`config.mk`:
```
export PLATFORM = sky130hd
export DESIGN_NAME = insn_sequencer
export DESIGN_NICKNAME = d
export VERILOG_FILES = /design/src/rtl/insn_sequencer.sv
export SDC_FILE = /design/constraint.sdc
export NUM_CORES = 1
export LEC_CHECK = 0
export ABC_AREA = 1
export BUFFER_PORTS_ARGS = -buffer_cell sky130_fd_sc_hd__buf_2
export CORE_ASPECT_RATIO = 1.2
export CORE_MARGIN = 2
export CORE_UTILIZATION = 56
export CTS_CLUSTER_DIAMETER = 200
export DETAILED_ROUTE_END_ITERATION = 10
export PLACE_DENSITY = 0.89
export SLEW_MARGIN = 25
export SYNTH_ARGS = -nofsm -noshare
export SYNTH_HDL_FRONTEND = slang
export SYNTH_SLANG_ARGS = --single-unit
```
`constraint.sdc`:
```
create_clock -name CLK -period 2.8 [get_ports CLK]
set_input_delay 0.14 -clock CLK [delete_from_list [all_inputs] [get_ports CLK]]
set_output_delay 0.14 -clock CLK [all_outputs]
set_load 0.01 [all_outputs]
```
`src/rtl/insn_sequencer.sv`:
```
// Instruction sequencer: layer constants, 2-D addressed buffer bursts and CONVOLVE window timing.
// Optional stall counter built only when SEQ_PERF_CNT_EN is defined.
module insn_sequencer #(
    parameter int W     = 16,
    parameter int AB    = 11,
    parameter int AL    = 7,
    parameter int DEPTH = 2,
    parameter int CNT_W = 8,
    parameter int INS_W = 4 + 2 + CNT_W + W
) (
    input  logic             CLK,
    input  logic             RSTN,
    input  logic             ins_valid,
    output logic             ins_ready,
    input  logic [INS_W-1:0] ins,
    input  logic             din_valid,
    output logic             din_ready,
    input  logic [W-1:0]     din,
    output logic             buf_we,
    output logic             buf_sel,
    output logic [DEPTH-1:0] buf_bank,
    output logic [AB-1:0]    buf_addr,
    output logic [W-1:0]     buf_wdata,
    output logic             conv_en,
    output logic [1:0]       conv_mode,
    output logic             busy,
    output logic             err,
    output logic [31:0]      perf_stall_cnt
);

    typedef enum logic [1:0] {IDLE = 2'd0, BURST = 2'd1, CONV = 2'd2} state_t;

    localparam logic [3:0] OP_LOAD_N = 4'b0000;
    localparam logic [3:0] OP_LOAD_K = 4'b0001;
    localparam logic [3:0] OP_SET_C  = 4'b0010;
    localparam logic [3:0] OP_CONV   = 4'b1010;
    localparam logic [AL-1:0]    AL_ONE    = {{(AL-1){1'b0}}, 1'b1};
    localparam logic [CNT_W-1:0] CNT_ONE   = {{(CNT_W-1){1'b0}}, 1'b1};
    localparam logic [DEPTH-1:0] DEPTH_ONE = {{(DEPTH-1){1'b0}}, 1'b1};

    // Opcodes that are accepted as no-operations; everything else undecoded is illegal.
    function automatic logic is_illegal(input logic [3:0] op);
        case (op)
            4'b0000, 4'b0001, 4'b0010, 4'b1010,
            4'b1000, 4'b1001, 4'b1011, 4'b1100, 4'b1110, 4'b1111: is_illegal = 1'b0;
            default: is_illegal = 1'b1;
        endcase
    endfunction

    state_t state_r, state_next_s;

    logic [3:0]       opcode_s;
    logic [1:0]       mode_s;
    logic [CNT_W-1:0] cnt_s;
    logic [W-1:0]     imm_s;
    logic             accept_s;
    logic             beat_s;
    logic             unused_s;

    logic             ins_ready_r, din_ready_r, busy_r, err_r;
    logic [AL-1:0]    row_len_r, n_stride_r, k_stride_r;
    logic [AB-1:0]    base_r, row_off_r;
    logic [AL-1:0]    stride_r, col_r, len_m1_s;
    logic [DEPTH-1:0] bank_r;
    logic [CNT_W-1:0] beats_left_r, conv_left_r;
    logic             sel_r, bank_inc_r;
    logic             buf_we_r, buf_sel_r, conv_en_r;
    logic [DEPTH-1:0] buf_bank_r;
    logic [AB-1:0]    buf_addr_r;
    logic [W-1:0]     buf_wdata_r;
    logic [1:0]       conv_mode_r;

    assign opcode_s = ins[INS_W-1 -: 4];
    assign mode_s   = ins[INS_W-5 -: 2];
    assign cnt_s    = ins[W+CNT_W-1:W];
    assign imm_s    = ins[W-1:0];
    assign unused_s = ^{imm_s, cnt_s};
    assign accept_s = ins_valid && ins_ready_r;
    assign beat_s   = (state_r == BURST) && din_valid;
    // A row length of zero behaves like a row length of one.
    assign len_m1_s = (row_len_r == {AL{1'b0}}) ? {AL{1'b0}} : (row_len_r - AL_ONE);

    // State register.
    always_ff @(posedge CLK or negedge RSTN) begin
        if (!RSTN) state_r <= IDLE;
        else       state_r <= state_next_s;
    end

    // Next-state decode.
    always_comb begin
        state_next_s = state_r;
        case (state_r)
            IDLE: begin
                if (accept_s) begin
                    case (opcode_s)
                        OP_LOAD_N, OP_LOAD_K: state_next_s = BURST;
                        OP_CONV:              state_next_s = CONV;
                        default:              state_next_s = IDLE;
                    endcase
                end else begin
                    state_next_s = IDLE;
                end
            end
            BURST: begin
                if (din_valid && (beats_left_r == {CNT_W{1'b0}})) state_next_s = IDLE;
                else                                               state_next_s = BURST;
            end
            CONV: begin
                if (conv_left_r == {CNT_W{1'b0}}) state_next_s = IDLE;
                else                              state_next_s = CONV;
            end
            default: state_next_s = IDLE;
        endcase
    end

    // Handshake and status flags, registered from the next state so they track state_r.
    always_ff @(posedge CLK or negedge RSTN) begin
        if (!RSTN) begin
            ins_ready_r <= 1'b0;
            din_ready_r <= 1'b0;
            busy_r      <= 1'b0;
        end else begin
            ins_ready_r <= (state_next_s == IDLE);
            din_ready_r <= (state_next_s == BURST);
            busy_r      <= (state_next_s != IDLE);
        end
    end

    // Layer constants and sticky error flag.
    always_ff @(posedge CLK or negedge RSTN) begin
        if (!RSTN) begin
            row_len_r  <= {AL{1'b0}};
            n_stride_r <= {AL{1'b0}};
            k_stride_r <= {AL{1'b0}};
            err_r      <= 1'b0;
        end else if (accept_s) begin
            if (opcode_s == OP_SET_C) begin
                case (cnt_s[1:0])
                    2'd0:    row_len_r  <= imm_s[AL-1:0];
                    2'd1:    n_stride_r <= imm_s[AL-1:0];
                    2'd2:    k_stride_r <= imm_s[AL-1:0];
                    default: row_len_r  <= row_len_r;
                endcase
            end
            if (is_illegal(opcode_s)) err_r <= 1'b1;
        end
    end

    // Burst context: captured on LOAD acceptance, advanced on every accepted beat.
    always_ff @(posedge CLK or negedge RSTN) begin
        if (!RSTN) begin
            base_r       <= {AB{1'b0}};
            row_off_r    <= {AB{1'b0}};
            stride_r     <= {AL{1'b0}};
            col_r        <= {AL{1'b0}};
            bank_r       <= {DEPTH{1'b0}};
            beats_left_r <= {CNT_W{1'b0}};
            sel_r        <= 1'b0;
            bank_inc_r   <= 1'b0;
        end else if (accept_s && ((opcode_s == OP_LOAD_N) || (opcode_s == OP_LOAD_K))) begin
            base_r       <= imm_s[AB-1:0];
            bank_r       <= imm_s[AB+DEPTH-1:AB];
            stride_r     <= opcode_s[0] ? k_stride_r : n_stride_r;
            row_off_r    <= {AB{1'b0}};
            col_r        <= {AL{1'b0}};
            beats_left_r <= cnt_s;
            sel_r        <= opcode_s[0];
            bank_inc_r   <= (mode_s == 2'b10);
        end else if (beat_s) begin
            if (col_r == len_m1_s) begin
                col_r     <= {AL{1'b0}};
                row_off_r <= row_off_r + {{(AB-AL){1'b0}}, stride_r};
                if (bank_inc_r) bank_r <= bank_r + DEPTH_ONE;
            end else begin
                col_r <= col_r + AL_ONE;
            end
            if (beats_left_r != {CNT_W{1'b0}}) beats_left_r <= beats_left_r - CNT_ONE;
        end
    end

    // Buffer write port, one cycle behind the accepted beat; address held between beats.
    always_ff @(posedge CLK or negedge RSTN) begin
        if (!RSTN) begin
            buf_we_r    <= 1'b0;
            buf_sel_r   <= 1'b0;
            buf_bank_r  <= {DEPTH{1'b0}};
            buf_addr_r  <= {AB{1'b0}};
            buf_wdata_r <= {W{1'b0}};
        end else begin
            buf_we_r <= beat_s;
            if (beat_s) begin
                buf_sel_r   <= sel_r;
                buf_bank_r  <= bank_r;
                buf_addr_r  <= base_r + row_off_r + {{(AB-AL){1'b0}}, col_r};
                buf_wdata_r <= din;
            end
        end
    end

    // CONVOLVE window timer.
    always_ff @(posedge CLK or negedge RSTN) begin
        if (!RSTN) begin
            conv_en_r   <= 1'b0;
            conv_mode_r <= 2'b00;
            conv_left_r <= {CNT_W{1'b0}};
        end else if (accept_s && (opcode_s == OP_CONV)) begin
            conv_en_r   <= 1'b1;
            conv_mode_r <= mode_s;
            conv_left_r <= cnt_s;
        end else if (state_r == CONV) begin
            if (conv_left_r == {CNT_W{1'b0}}) begin
                conv_en_r   <= 1'b0;
                conv_mode_r <= 2'b00;
            end else begin
                conv_left_r <= conv_left_r - CNT_ONE;
            end
        end
    end

`ifdef SEQ_PERF_CNT_EN
    logic [31:0] perf_r;
    // Saturating count of BURST cycles with no data offered.
    always_ff @(posedge CLK or negedge RSTN) begin
        if (!RSTN)                                                      perf_r <= 32'd0;
        else if ((state_r == BURST) && !din_valid && (perf_r != 32'hFFFF_FFFF)) perf_r <= perf_r + 32'd1;
    end
    assign perf_stall_cnt = perf_r;
`else
    assign perf_stall_cnt = 32'd0;
`endif

    assign ins_ready = ins_ready_r;
    assign din_ready = din_ready_r;
    assign busy      = busy_r;
    assign err       = err_r;
    assign buf_we    = buf_we_r;
    assign buf_sel   = buf_sel_r;
    assign buf_bank  = buf_bank_r;
    assign buf_addr  = buf_addr_r;
    assign buf_wdata = buf_wdata_r;
    assign conv_en   = conv_en_r;
    assign conv_mode = conv_mode_r;

endmodule

```
==> results of run 1 <==
## worst register-to-register path, stage by stage, from the launching register on
cell	delay, ns
dfrtp_1	0.43
inv_1	0.11
fa_1	0.41
inv_1	0.07
ha_1	0.23
inv_1	0.08
fa_1	0.42
o21ai_2	0.20
nand2_1	0.06
o311ai_0	0.11
xnor2_1	0.17
o21ai_0	0.10
## cell families after synthesis
logic type               Yosys count  share of synthesized area
AND/OR/NAND/NOR                  343                     0.2267
buffers and inverters            133                    0.09996
AO/OA/AOI/OAI                    126                     0.1177
flip-flops                       117                     0.4507
adder cells (fa/ha/maj)           32                    0.07203
XOR/XNOR                          24                    0.03236
other                              1                  0.0005773
## where the power goes
group	total, µW	internal (µW)	switching [µW]	leakage [µW]
clock	2480	1740	738	0.000329
sequential	1740	1720	23.8	0.00153
combinational	245	95.4	149	0.00214
## flip-flops by register name, summed over array words and instances (netlist names), 2 cells and up
signal,cells
conv_mode,2
col_r,7
conv_left_r,8
state_r,2
base_r,11
k_stride_r,7
beats_left_r,8
buf_addr,11
stride_r,7
bank_r,2
row_off_r,11
buf_wdata,16
row_len_r,7
n_stride_r,7
buf_bank,2
## how the worst max path moves through the flow
| stage | from | to | slack, ns | cells past startpoint |
|---|---|---|---|---|
| floorplan | row_off_r[1] | buf_addr[7] | 0.42 | 10 |
| global placement | row_off_r[1] | buf_addr[7] | 0.22 | 10 |
| detailed placement | row_off_r[1] | buf_addr[9] | 0.14 | 9 |
| CTS | col_r[0] | buf_addr[9] | 0.09 | 11 |
| global route | col_r[0] | buf_addr[7] | 0.05 | 12 |
| finish | col_r[0] | buf_addr[9] | 0.24 | 11 |
## cell usage in the layout (no fill, tap or decap), types with 8 or more instances in the layout
| master | synthesis | final |
|---|---|---|
| a21oi_1 | 16 | 16 |
| o21ai_2 | 9 | 10 |
| nand2_2 | 12 | 12 |
| clkbuf_16 | 0 | 17 |
| o21ai_0 | 55 | 54 |
| xor2_1 | 15 | 15 |
| dfrtp_1 | 117 | 117 |
| ha_1 | 23 | 23 |
| nand4_1 | 11 | 11 |
| xnor2_1 | 9 | 9 |
| inv_1 | 69 | 69 |
| dlygate4sd3_1 | 0 | 26 |
| conb_1 | 1 | 32 |
| fa_1 | 9 | 9 |
| inv_2 | 9 | 9 |
| nand3_1 | 39 | 39 |
| nand2_1 | 225 | 225 |
| nor2_1 | 36 | 36 |
| a31oi_1 | 8 | 8 |
| buf_2 | 5 | 83 |
## timing repair
action / 4_1_cts / 5_1_grt
resized for setup: 0 / 2
hold buffers: 26 / 0
endpoints found under the hold margin: 142 / 0
buffers inserted: 0 / 0
setup endpoints to repair: 0 / 2
## per-stage QoR
stage | util | worst slack, ns
after detailed placement | 0.6041 | 0.1394
final | 0.6861 | 0.2362
after global routing | 0.6861 | 0.04923
after floorplan | - | 0.4153
after CTS | 0.6858 | 0.08985
after global placement | 0.6041 | 0.2230
## routing by layer
metal  GRT usage  vias to the layer above  part of all wire
met5           0                        -                 0
met4      0.1508                        0             0.046
met3     0.06827                       58             0.066
met2      0.4622                      233              0.50
met1      0.3056                     2673              0.38
li1            -                     2688                 -
## layout make-up
class / count / area (µm²) / share of cell area
clock buffer: 24 / 481.7 / 0.06127
clock inverter: 8 / 193.9 / 0.02467
inverter: 79 / 297.8 / 0.03787
multi-input combinational: 557 / 3039 / 0.3865
sequential: 117 / 2928 / 0.3724
tap: 157 / 196.4 / 0.02498
timing repair buffer: 114 / 725.7 / 0.09230
==> impl_results.md, run 1 <==
- Endpoint class of the critical path: register
- Vias in the first global route: 5,537
- Gate Count Post-Synth: 776
- R2r setup slk: 0.24 ns
- Overflow after GRT: 0
- Worst Hold Class: in2reg
- CP top delay family: adder cells
- Dominant synthesized flop cell: dfrtp_1
- Outcome: finished clean
- Global-route wire length before repair: 25.90 mm
- Initial antenna violation count: 0
- Wire length per cell: 15.14 µm
- Crit path buf inv count: 3
- Largest net degree at the start of global routing: 118
- Share of cells above drive strength 1: 0.1802
- Worst EP arrival: 2.80 ns
- Core area: 11,460 µm²
- Clock slew at reported path FFs: 0.05 ns
- Crit start category: register
- N_diodes: 0
- Vias per cell: 5.352
- Final hold violations: 0
- Number of synthesis warnings: 0
- Critical Path, Cell by Cell: inv_1, fa_1, inv_1, ha_1, inv_1, fa_1, o21ai_2, nand2_1, o311ai_0, xnor2_1, o21ai_0
- Max clock buf depth: 2
- Die Area: 12,480 µm²
- Max cap viols: 0
- Die height: 122.0 µm
- Distinct cells, synth: 42
- Starting Density: 0.5669
- Via count: 5,652
- Row Count: 43
- Worst hold start: ins[24]
- Die Wd: 102.3 µm
- Cells taking the most area after synthesis: dfrtp_1 (45%), nand2_1 (13%), ha_1 (4.4%)
- Largest area contributor in the netlist: dfrtp_1
- Crit path time final: 2.564 ns
- Worst reg2reg path depth: 11
- Most common cell in the netlist: nand2_1
- Fillers: 865
- EDFF count, synth: 0
- RSZ-0062 raised after global routing: false
- Finished Layout Cells: 1,056
- Peak VDD IR: 390.0 µV
- Yosys top cell area share: 0.4507
- Crit-path max FO: 6
- IO Pins: 120
- Critical Path Max Stage Delay: 0.43 ns
- Kind of critical path: reg2reg
- Final Cell Area: 7863 µm²
- CP required: 3.04 ns
- Slew HR: 0.3441
- Synth async-reset ratio: 1.000
- Crit path top cell by count: inv_1
- Clock Sinks: 117
- Wirelength, routed: 15.99 mm
- IO buf count: 84
- Area after DPL: 6923 µm²
- All-layer global routing usage: 0.2705
- Fmax: 0.3900 GHz
- PD cells: 568.0 nW/µm²
- DP HPWL: 10.45 mm
- Finish-stage setup viols: 0
- Netlist Area Pre-Place: 6496 µm²
- Clock Skew: 0.01167 ns
- Avg Inst Size Synth: 8.371 µm²
- Worst slew pin tran: 0.9828 ns
- Final GP Congestion: 0.9296
- Tcrit/Tclk final: 0.9156
- Layout area overhead: 21.03%
- Pleak: 0.003999 µW
- Worst-Skew Late Latency: 0.42 ns
- CTS tree: done
- Final-report max-slew violation count: 0
- Most frequent cells after synthesis: nand2_1 (225), dfrtp_1 (117), inv_1 (69)
- CP max stage cell: dfrtp_1
- Root Driver: clkbuf_16
- Tot Pwr: 4466 µW
- DP Cell Count: 998
- # DRC: 0
- WHS: 0.01274 ns
- Sequential area share after synthesis: 0.4507
- R2r startpoint: col_r[0]
- Post-Route Setup TNS: 0 ns
- Worst Hold End: conv_mode[0]
- DRT iter0 DRCs: 356
- Routed Antenna Nets: 0
- Synthesized flop and latch total: 117
- H-tree levels: 4
- Hold path cells: 3
- Cts bufs inserted: 17
- FF-to-FF End: buf_addr[9]
- Drt pass-1 iters: 4
- Layout net count: 968
Note: power is estimated with default switching activity, not from simulation.
==> run 2, diff against run 1 <==
Settings changed: BUFFER_PORTS_ARGS -buffer_cell sky130_fd_sc_hd__buf_2 to unset, CORE_UTILIZATION 56 to 64, DONT_BUFFER_PORTS set to 1, RECOVER_POWER set to 25.
==> impl_results.md, run 2 (synthesis results as in run 1) <==
- Place WS: 0.1084 ns
- # DRC: 0
- Largest net degree at the start of global routing: 118
- Setup ws final: 0.1708 ns
- Final GP Congestion: 0.9587
- PD cells: 541.3 nW/µm²
- CP required: 3.11 ns
- Final-report max-slew violation count: 0
- Max clock buf depth: 2
- Global-route wire length before repair: 24.80 mm
- Layout area overhead: 14.16%
- Clock slew at reported path FFs: 0.05 ns
- IO Pins: 120
- Finished Layout Cells: 954
- Endpoint class of the critical path: register
- Kind of critical path: reg2reg
- Top layer used by detailed routing: met4
- Drt pass-1 iters: 6
- RSZ-0062 raised after global routing: false
- Outcome: finished, violations left
- DRT iter0 DRCs: 425
- Die Area: 10,980 µm²
- Share of cells above drive strength 1: 0.09300
- Vias per cell: 5.673
- Clock Sinks: 117
- DP HPWL: 10.46 mm
- All-layer global routing usage: 0.2938
- Finish-stage setup viols: 0
- WHS: -0.5804 ns
- Wirelength, routed: 15.35 mm
- Max cap viols: 0
- Vias in the first global route: 5,353
- Metal3 WL: 1.116 mm
- Wire length per cell: 16.09 µm
- Worst reg2reg path depth: 10
- Post-Route Setup TNS: 0 ns
- Post-CTS Hold Fix Bufs: 39
- Met2 wire len: 7.561 mm
- DP Cell Count: 883
- Crit-path max FO: 4
- N_diodes: 0
- Failing checks: negative hold slack
- Via count: 5,412
- Max FFs per register: 16
- Fmax: 0.3803 GHz
- Most frequent cells in the layout: nand2_1 (225), dfrtp_1 (117), inv_1 (69)
- Row Count: 40
- Wl on met1: 6.042 mm
- Core area: 9960 µm²
- Root Driver: clkbuf_16
- Final hold violations: 117
- CTS tree: done
- Starting Density: 0.6523
- Setup Buffers After CTS: 0
- Initial antenna violation count: 0
- Worst slew pin tran: 0.5503 ns
- Layout net count: 897
- Crit path time final: 2.629 ns
- Die height: 114.4 µm
- Crit start category: register
- Worst EP arrival: 2.94 ns
- Worst Hold Class: in2async
- Slew HR: 0.6283
- Clock Skew: 0.01244 ns
- Cts bufs inserted: 17
- Worst-Skew Late Latency: 0.42 ns
- Tcrit/Tclk final: 0.9390
- IO buf count: 0
- Overflow after GRT: 0
- Peak VDD IR: 428.0 µV
- H-tree levels: 4
- Commonest non-fill, non-tap cell in the layout: nand2_1
- Routed Antenna Nets: 0
- Die Wd: 95.97 µm
- Pleak: 0.003633 µW
run 2: cell count changes in the layout (fill, tap and decap cells not counted), moves of 3 or more:
| cell | change |
|---|---|
| clkinv_2 | +3 |
| bufinv_16 | -4 |
| buf_2 | -83 |
| dlygate4sd3_1 | +13 |
| clkinvlp_4 | +3 |
run 2: per-stage QoR:
stage,total power [µW],utilization,cell area (µm²)
floorplan,1898,-,6613
global placement,1885,0.6481,6455
detailed placement,1893,0.6481,6455
CTS,4014,0.7446,7416
global route,4126,0.7446,7416
finish,4014,0.7446,7416
run 2: power breakdown:
group	switching (µW)	leakage [µW]	internal (µW)
Sequential	35.6	0.00153	1720
Combinational	92.6	0.00183	70.4
Clock	750	0.000273	1350
Total	878	0.00363	3140
run 2: worst paths after layout:
| check | start | end | slack (ns) |
|---|---|---|---|
| setup reg to reg | row_off_r[1] | buf_addr[7] | 0.17 |
| hold / removal | RSTN | buf_addr[3] | -0.58 |
| hold reg to reg | sel_r | buf_sel | 0.47 |
| max in group asynchronous | RSTN | row_off_r[4] | 3.16 |
| setup / recovery | row_off_r[1] | buf_addr[7] | 0.17 |
| min in group CLK | ins[1] | base_r[1] | 0.01 |
run 2: layout make-up:
type	instances	area [µm²]
clock buffer	23	467.9
clock inverter	9	102.6
fill	713	2544
inverter	79	297.8
multi-input combinational	557	3042
sequential	117	2928
tap	126	157.7
timing repair buffer	43	420.4
run 2: repair_timing:
| item | 4_1_cts | 5_1_grt |
|---|---|---|
| resized for setup | 0 | 1 |
| endpoints found under the setup margin | 0 | 1 |
| hold endpoints to repair | 177 | 117 |
run 2: worst max-delay path, cell delays in order, from the launching register on:
cell and delay (ns):
dfrtp_1 0.44, fa_1 0.53, ha_1 0.23, inv_1 0.08, fa_1 0.40, o21ai_1 0.24
nand2_1 0.11, nand2_1 0.07, a21oi_1 0.06, xor2_1 0.15, o21ai_0 0.20
run 2: metal layers:
metal,track usage,up-vias
met5,0,-
met4,0.1571,0
met3,0.07307,63
met2,0.4881,277
met1,0.3476,2527
li1,-,2545
